===== config.mk =====
export PLATFORM = sky130hd
export DESIGN_NAME = reshape_frame_sched
export DESIGN_NICKNAME = d
export VERILOG_FILES = /design/src/rtl/reshape_frame_sched.sv
export SDC_FILE = /design/constraint.sdc
export NUM_CORES = 1
export LEC_CHECK = 0
export CAP_MARGIN = 40
export CORE_ASPECT_RATIO = 1.1
export CORE_MARGIN = 4
export CORE_UTILIZATION = 45
export DETAILED_ROUTE_END_ITERATION = 8
export PLACE_DENSITY = 0.64
export SLEW_MARGIN = 15
export SYNTH_ARGS = -nofsm -noshare
export SYNTH_HDL_FRONTEND = slang
export SYNTH_SLANG_ARGS = --single-unit

===== constraint.sdc =====
create_clock -name clk -period 3.55 [get_ports clk]
set_clock_uncertainty 0.2 [all_clocks]
set_input_delay 0.71 -clock clk [delete_from_list [all_inputs] [get_ports clk]]
set_output_delay 0.71 -clock clk [all_outputs]
set_load 0.02 [all_outputs]

===== src/rtl/reshape_frame_sched.sv =====
// reshape_frame_sched
//
// Frame-level scheduler for the flow-reshape remap datapath. Two ping-pong source
// buffers are shared between the frame loader (writes buffer wp) and the reshaper
// (reads buffer rp). Once a source buffer is full and the single output buffer is
// free, the scheduler pulses rs_ena for one cycle and counts reshaper write strobes
// until a whole output frame has been written. The output buffer is then held
// (out_valid) until the consumer acknowledges it. A watchdog bounds each pass.
//
// Ports:
//   clk, rst     single clock; synchronous active-high reset
//   ld_done      loader pulse: buffer ld_sel fully written
//   ld_sel       buffer the loader must write next
//   ld_ready     buffer ld_sel is free
//   ld_overrun   sticky: ld_done arrived while ld_ready was low
//   rs_ena       one-cycle reshaper start pulse
//   rs_sel       buffer the reshaper reads
//   rs_wr_en     reshaper output write strobe (one per output pixel)
//   busy         a reshape pass is starting or running
//   out_valid    output buffer holds a complete frame
//   out_ack      consumer pulse: output buffer drained
//   err_timeout  sticky watchdog fault
//   frames_done  completed-frame count, wraps at 2^16

module reshape_frame_sched #(
  parameter int unsigned OUT_PIXELS = 67600,
  parameter int unsigned CNT_W      = 17,
  parameter int unsigned TIMEOUT    = 300000,
  parameter int unsigned TO_W       = 19
) (
  input  logic        clk,
  input  logic        rst,
  input  logic        ld_done,
  output logic        ld_sel,
  output logic        ld_ready,
  output logic        ld_overrun,
  output logic        rs_ena,
  output logic        rs_sel,
  input  logic        rs_wr_en,
  output logic        busy,
  output logic        out_valid,
  input  logic        out_ack,
  output logic        err_timeout,
  output logic [15:0] frames_done
);

  localparam logic [CNT_W-1:0] PixLast = CNT_W'(OUT_PIXELS - 1);
  localparam logic [CNT_W-1:0] PixOne  = CNT_W'(1);
  localparam logic [TO_W-1:0]  WdLast  = TO_W'(TIMEOUT - 1);
  localparam logic [TO_W-1:0]  WdOne   = TO_W'(1);

  typedef enum logic [2:0] {
    StIdle,
    StStart,
    StRun,
    StWaitOut,
    StHalt
  } state_e;

  state_e           state_q, state_d;
  logic [1:0]       full_q, full_d;
  logic             wp_q, wp_d;
  logic             rp_q, rp_d;
  logic [CNT_W-1:0] pix_cnt_q, pix_cnt_d;
  logic [TO_W-1:0]  wd_cnt_q, wd_cnt_d;
  logic             out_valid_q, out_valid_d;
  logic             ld_overrun_q, ld_overrun_d;
  logic             err_timeout_q, err_timeout_d;
  logic [15:0]      frames_done_q, frames_done_d;

  logic ld_ready_w;
  logic frame_done_w;

  assign ld_ready_w   = ~full_q[wp_q];
  // Last pixel strobe of the pass; only meaningful while running.
  assign frame_done_w = (state_q == StRun) && rs_wr_en && (pix_cnt_q == PixLast);

  always_comb begin
    state_d       = state_q;
    full_d        = full_q;
    wp_d          = wp_q;
    rp_d          = rp_q;
    pix_cnt_d     = pix_cnt_q;
    wd_cnt_d      = wd_cnt_q;
    out_valid_d   = out_valid_q;
    ld_overrun_d  = ld_overrun_q;
    err_timeout_d = err_timeout_q;
    frames_done_d = frames_done_q;

    // Loader handshake runs in every state, including HALT.
    if (ld_done) begin
      if (ld_ready_w) begin
        full_d[wp_q] = 1'b1;
        wp_d         = ~wp_q;
      end else begin
        ld_overrun_d = 1'b1;
      end
    end

    unique case (state_q)
      StIdle: begin
        if (full_q[rp_q] && !out_valid_q) begin
          state_d = StStart;
        end
      end

      StStart: begin
        pix_cnt_d = '0;
        wd_cnt_d  = '0;
        state_d   = StRun;
      end

      StRun: begin
        // Both counters saturate so neither can wrap.
        if (rs_wr_en && (pix_cnt_q != PixLast)) begin
          pix_cnt_d = pix_cnt_q + PixOne;
        end
        if (wd_cnt_q != WdLast) begin
          wd_cnt_d = wd_cnt_q + WdOne;
        end
        // Completion takes priority over a coincident watchdog expiry.
        if (frame_done_w) begin
          full_d[rp_q]  = 1'b0;
          rp_d          = ~rp_q;
          out_valid_d   = 1'b1;
          frames_done_d = frames_done_q + 16'd1;
          state_d       = StWaitOut;
        end else if (wd_cnt_q == WdLast) begin
          err_timeout_d = 1'b1;
          state_d       = StHalt;
        end
      end

      StWaitOut: begin
        if (out_ack) begin
          out_valid_d = 1'b0;
          state_d     = StIdle;
        end
      end

      StHalt: begin
        state_d = StHalt;
      end

      default: begin
        state_d = StIdle;
      end
    endcase
  end

  always_ff @(posedge clk) begin
    if (rst) begin
      state_q       <= StIdle;
      full_q        <= 2'b00;
      wp_q          <= 1'b0;
      rp_q          <= 1'b0;
      pix_cnt_q     <= '0;
      wd_cnt_q      <= '0;
      out_valid_q   <= 1'b0;
      ld_overrun_q  <= 1'b0;
      err_timeout_q <= 1'b0;
      frames_done_q <= 16'd0;
    end else begin
      state_q       <= state_d;
      full_q        <= full_d;
      wp_q          <= wp_d;
      rp_q          <= rp_d;
      pix_cnt_q     <= pix_cnt_d;
      wd_cnt_q      <= wd_cnt_d;
      out_valid_q   <= out_valid_d;
      ld_overrun_q  <= ld_overrun_d;
      err_timeout_q <= err_timeout_d;
      frames_done_q <= frames_done_d;
    end
  end

  assign ld_sel      = wp_q;
  assign ld_ready    = ld_ready_w;
  assign ld_overrun  = ld_overrun_q;
  assign rs_ena      = (state_q == StStart);
  assign rs_sel      = rp_q;
  assign busy        = (state_q == StStart) || (state_q == StRun);
  assign out_valid   = out_valid_q;
  assign err_timeout = err_timeout_q;
  assign frames_done = frames_done_q;

endmodule


**After elaboration in Yosys (flattened, before gate mapping)**

Index checks and enable logic that the tools add are counted.

- $add $sub $neg: 3
- $lt $le $gt $ge: 4
- Equal/unequal tests: 14
- Mux-type cells: 24
- Bitwise operators: 7
- Reduce and logical (&&, ||, !) cells: 19

Operator list:

| kind | count |
|---|---|
| one-hot mux 19 bit (2 select lines) | 1 |
| one-hot mux 17 bit (2 select lines) | 1 |
| adder 19 x 1 -> 19 bit, second input constant | 1 |
| == test 19 bit, second input constant | 1 |
| two-way mux 19 bit | 1 |
| inequality test 19 bit, second input constant | 1 |
| adder 17 x 1 -> 17 bit, second input constant | 1 |
| == test 17 bit, second input constant | 1 |
| two-way mux 17 bit | 1 |
| inequality test 17 bit, second input constant | 1 |
| adder 16 x 1 -> 16 bit, second input constant | 1 |
| one-hot mux 3 bit (5 select lines) | 1 |
| two-way mux 3 bit | 4 |
| AND reduction 2 bit | 5 |
| AND reduction 3 bit | 3 |
| two-way mux 1 bit | 8 |
| two-way mux 2 bit | 4 |
| == test 3 x 2 -> 1 bit, second input constant | 2 |
| logical AND 1 bit | 6 |
| inequality test 2 bit, second input constant | 3 |
| less-than comparator 1 x 2 -> 1 bit, second input constant | 2 |
| inequality test 2 x 1 -> 1 bit, second input constant | 2 |
| inverter 1 bit | 4 |
| nonzero test 2 bit | 2 |
| 12 further kinds | 14 |

- Register bits: 62
- Input port bits: 5
- Output and inout bits: 24
- Word-level logic and storage cells: 81

**Longest topological paths before layout**

- Depth after elaboration: 10
- Depth in mapped cells: 9
- Gate-level depth less buffers: 6

**Worst setup path after synthesis**

No wires, ideal clock.

- Kind: register to output
- Start point: register state_q[0]
- End point: output busy
- Arrival time: 1.428 ns
- Required time: 2.640 ns
- Slack: 1.212 ns
- Stages on the path, launching flop included: 7
- Path buffers: 2
- Path through: dfxtp_1 -> buf_2 -> or3b_1 -> buf_2 -> inv_2 -> nor2_1 -> inv_1

- Cells in the longest elaborated chain, start to end: 2
- Elaborated cells on any way between the ends: 3
- Those cells by class: 2 x eq/ne; 1 x reduce/logical

Ends and longest elaborated chain:

| what | RTL line | source |
|---|---|---|
| start, declared | 60 | `state_e state_q, state_d;` |
| start signal, assigned | 153 | `state_q <= StIdle;` |
| start signal, assigned | 164 | `state_q <= state_d;` |
| == test 3 x 1 -> 1 bit | -- |  |
| via rs_ena | 37 | `output logic rs_ena,` |
| logical OR 1 bit | 182 | `assign busy = (state_q == StStart) \|\| (state_q == StRun);` |
| end, declared | 40 | `output logic busy,` |

The timed path passes the listed nets, and every way through them passes these cells.

**Worst setup path after layout**

- Start point: register state_q[0]
- End point: output busy

- Cells in the longest elaborated chain, start to end: 2
- Elaborated cells on any way between the ends: 3
- Those cells by class: 2 x eq/ne; 1 x reduce/logical

Ends and longest elaborated chain:

| what | RTL line |
|---|---|
| == test 3 x 1 -> 1 bit or == test 3 x 2 -> 1 bit (tied branches) | 182 |
| logical OR 1 bit (*) | 182 |

Mark *: on every way between the ends. The rest lies on a longest branch, timed or not.

==> flow_summary.json <==
{
  "path_cells": "or3b_1 > inv_2 > nor2_1 > inv_1 > clkdlybuf4s50_1",
  "max_slew_margin": 0.438,
  "r2r_end": "pix_cnt_q[14]$_SDFFE_PP0P_",
  "die_h_um": 96.0,
  "cp_slowest_cell": "clkdlybuf4s50_1",
  "crit_start": "state_q[0]$_SDFFE_PP0P_",
  "p_per_area_nw_per_um2": 415,
  "antenna_found_initial": 0,
  "postRouteAntennaNets": 0,
  "use_met3": 0.0462,
  "met1_usage": 0.241,
  "post-synth-top-area-cell": "dfxtp_1",
  "grtUsageTotal": 0.186,
  "io_buffers": 28,
  "synth.distinct_cells": 57,
  "start_util": 0.472,
  "hold_depth": 1,
  "layout.nets": 419,
  "use_met2": 0.296,
  "netlist_top_cells_count": "dfxtp_1, a21oi_1, nand2_1, nor2_1, nand3_1",
  "numCtsBuffers": 9,
  "seq_area_frac_synth": 0.391,
  "tightest_slew_ps": 844,
  "vias": 2875,
  "rsz0062_at_grt": "no",
  "areaGrowthSynthToFinish_pct": 17.1,
  "p_total_mw": 1.54,
  "max_cap_viol_count": 0,
  "synth_edf_count": 0,
  "io_pins": 29,
  "slew_violations": 0,
  "core_um2": 6710,
  "worst-path-max-fanout": 10,
  "grt_busiest_layer": "met2",
  "rrSetupSlack_ps": 950,
  "htree_levels": 3,
  "cp_num_buf_inv": 3,
  "routedWlPerCell_um": 14.6,
  "synthCells": 384,
  "crit_type": "reg -> out",
  "clockRootBuffer": "clkbuf_8",
  "gr-total-overflow": 0,
  "yosysMostFrequentCell": "dfxtp_1",
  "gp_congestion": 0.789,
  "cts_tree": "yes",
  "ctsResizeCount": 0,
  "ir_worst_vdd_uv": 231,
  "finalSetupTns_ps": 0,
  "synth_nets": 392,
  "setup_viol": 0,
  "vias_per_cell": 5.77,
  "grt_pass1_vias": 2637,
  "synth_top_area_share": 0.391,
  "async_flop_share": 0,
  "crit_family": "buffers and inverters",
  "ys.flop_type": "dfxtp_1",
  "clkLatencyLatePin_ps": 350,
  "insertedDiodeCount": 0,
  "fmax_mhz": 322,
  "reg2reg_depth": 5,
  "regToRegStartpoint": "pix_cnt_q[5]$_SDFFE_PP0P_",
  "num_rows": 31,
  "status": "finished, final reports clean",
  "clkSinkCount": 62,
  "drive_above_1_share": 0.0793,
  "syn-cell-area_um2": 3170,
  "die_area_um2": 8450,
  "drt_iter0_drc": 141,
  "cts_hold_buf": 0,
  "cts_buffer_depth": 2,
  "startpoint_type": "flop",
  "leakage_nw": 1.20,
  "ys_warn_count": 0,
  "endpoint_kind": "output pin",
  "period_needed_ps": 3100,
  "arrival_ps": 2190,
  "hpwl_mm": 4.91,
  "fin_crit_sh": 0.874,
  "cts_setup_buffers": 0,
  "die_w_um": 88.0,
  "drc": 0,
  "cp_num_cells": 5,
  "routed_wl_mm": 7.28,
  "finalHoldViolCount": 0,
  "worstHoldPathType": "reg -> reg",
  "cp_slowest_stage_delay_ps": 590,
  "grt_pass1_wl_mm": 12.4,
  "avgSynthCellArea_um2": 8.26,
  "synth.area.top_cells": "dfxtp_1, a21oi_1, nand2_1, nor2_1, nand3_1",
  "hold_ws_ps": 269,
  "cp-endpoint": "busy",
  "grt_max_degree": 35,
  "dr.pass1.iters": 4,
  "clk_pin_slew_ps": 70,
  "required_ps": 2640,
  "ys_seq_elements": 62
}
-- worst reg2reg max path: cells and delay by family (launching register included) --
family / cells / cell delay [ps]
AO/OA/AOI/OAI: 3 / 1190
flip-flops: 1 / 430
AND/OR/NAND/NOR: 2 / 710
-- worst min-delay path by stage --
stage	startpoint	end	slack, ps
floorplan	wd_cnt_q[9]$_SDFFE_PP0P_	wd_cnt_q[9]$_SDFFE_PP0P_	250
global placement	ld_overrun$_SDFFE_PP0P_	ld_overrun$_SDFFE_PP0P_	250
detailed placement	ld_overrun$_SDFFE_PP0P_	ld_overrun$_SDFFE_PP0P_	260
CTS	ld_overrun$_SDFFE_PP0P_	ld_overrun$_SDFFE_PP0P_	270
global route	ld_overrun$_SDFFE_PP0P_	ld_overrun$_SDFFE_PP0P_	310
finish	ld_overrun$_SDFFE_PP0P_	ld_overrun$_SDFFE_PP0P_	270
-- stage by stage --
stage	setup WS [ps]	cells	area [um^2]	util
floorplan	1210	384	3170	-
global placement	494	482	3490	0.520
detailed placement	423	482	3490	0.520
CTS	421	498	3710	0.553
global route	338	498	3710	0.553
finish	448	498	3710	0.553
-- final cells by class --
cell class | count | area (um^2)
Clock buffer | 11 | 141
Clock inverter | 5 | 82.6
Fill cell | 658 | 3000
Inverter | 9 | 33.8
Multi-Input combinational cell | 297 | 1800
Sequential cell | 62 | 1240
Tap cell | 82 | 103
Timing Repair Buffer | 32 | 310
-- layout by cell type, fill, tap and decap left out, types with 4 or more instances in the layout --
master           netlist  layout
nor3_1                13      13
a21oi_1               37      37
nand4_1               14      14
mux2i_1                5       5
or4_1                 11      11
o211ai_1               5       5
o31ai_1                7       7
mux2_2                 4       4
dfxtp_1               62      62
or3_1                 14      14
nand3_1               21      21
nor2b_1               10      10
buf_4                  1       4
and2_1                 5       5
a2111o_1               5       5
xnor2_1                8       8
clkbuf_8               1      10
o21ai_0               15      15
nor2_1                31      31
and3_1                 6       6
inv_1                  8       8
nand2_1               37      37
clkdlybuf4s50_1        0      28
-- state kept, by name, summed over array words and instances, names as in the netlist --
register	count
frames_done	16
state_q	3
ld_overrun	1
rs_sel	1
out_valid	1
pix_cnt_q	17
full_q	2
wd_cnt_q	19
ld_sel	1
err_timeout	1
-- where the power goes --
group	switching, mW	internal, mW	leakage (nW)
registers	0.0104	0.702	0.500
clock network	0.292	0.414	0.102
logic	0.0815	0.0392	0.593
-- kinds of logic (layout without fill, tap and decap cells) --
family,Yosys count,count (layout),synth area share
simple gates,187,187,0.324
compound gates,87,87,0.172
flops,62,62,0.391
buf+inv,25,57,0.0403
xor+xnor,11,11,0.0304
mux,9,9,0.0300
fa+ha+maj,3,3,0.0118
-- per-layer routing --
| metal | vias up | part of all wire |
|---|---|---|
| met5 | - | 0 |
| met4 | 0 | 0.018 |
| met3 | 11 | 0.034 |
| met2 | 46 | 0.46 |
| met1 | 1339 | 0.49 |
| li1 | 1479 | - |
Power figures use the tool's default switching activity.
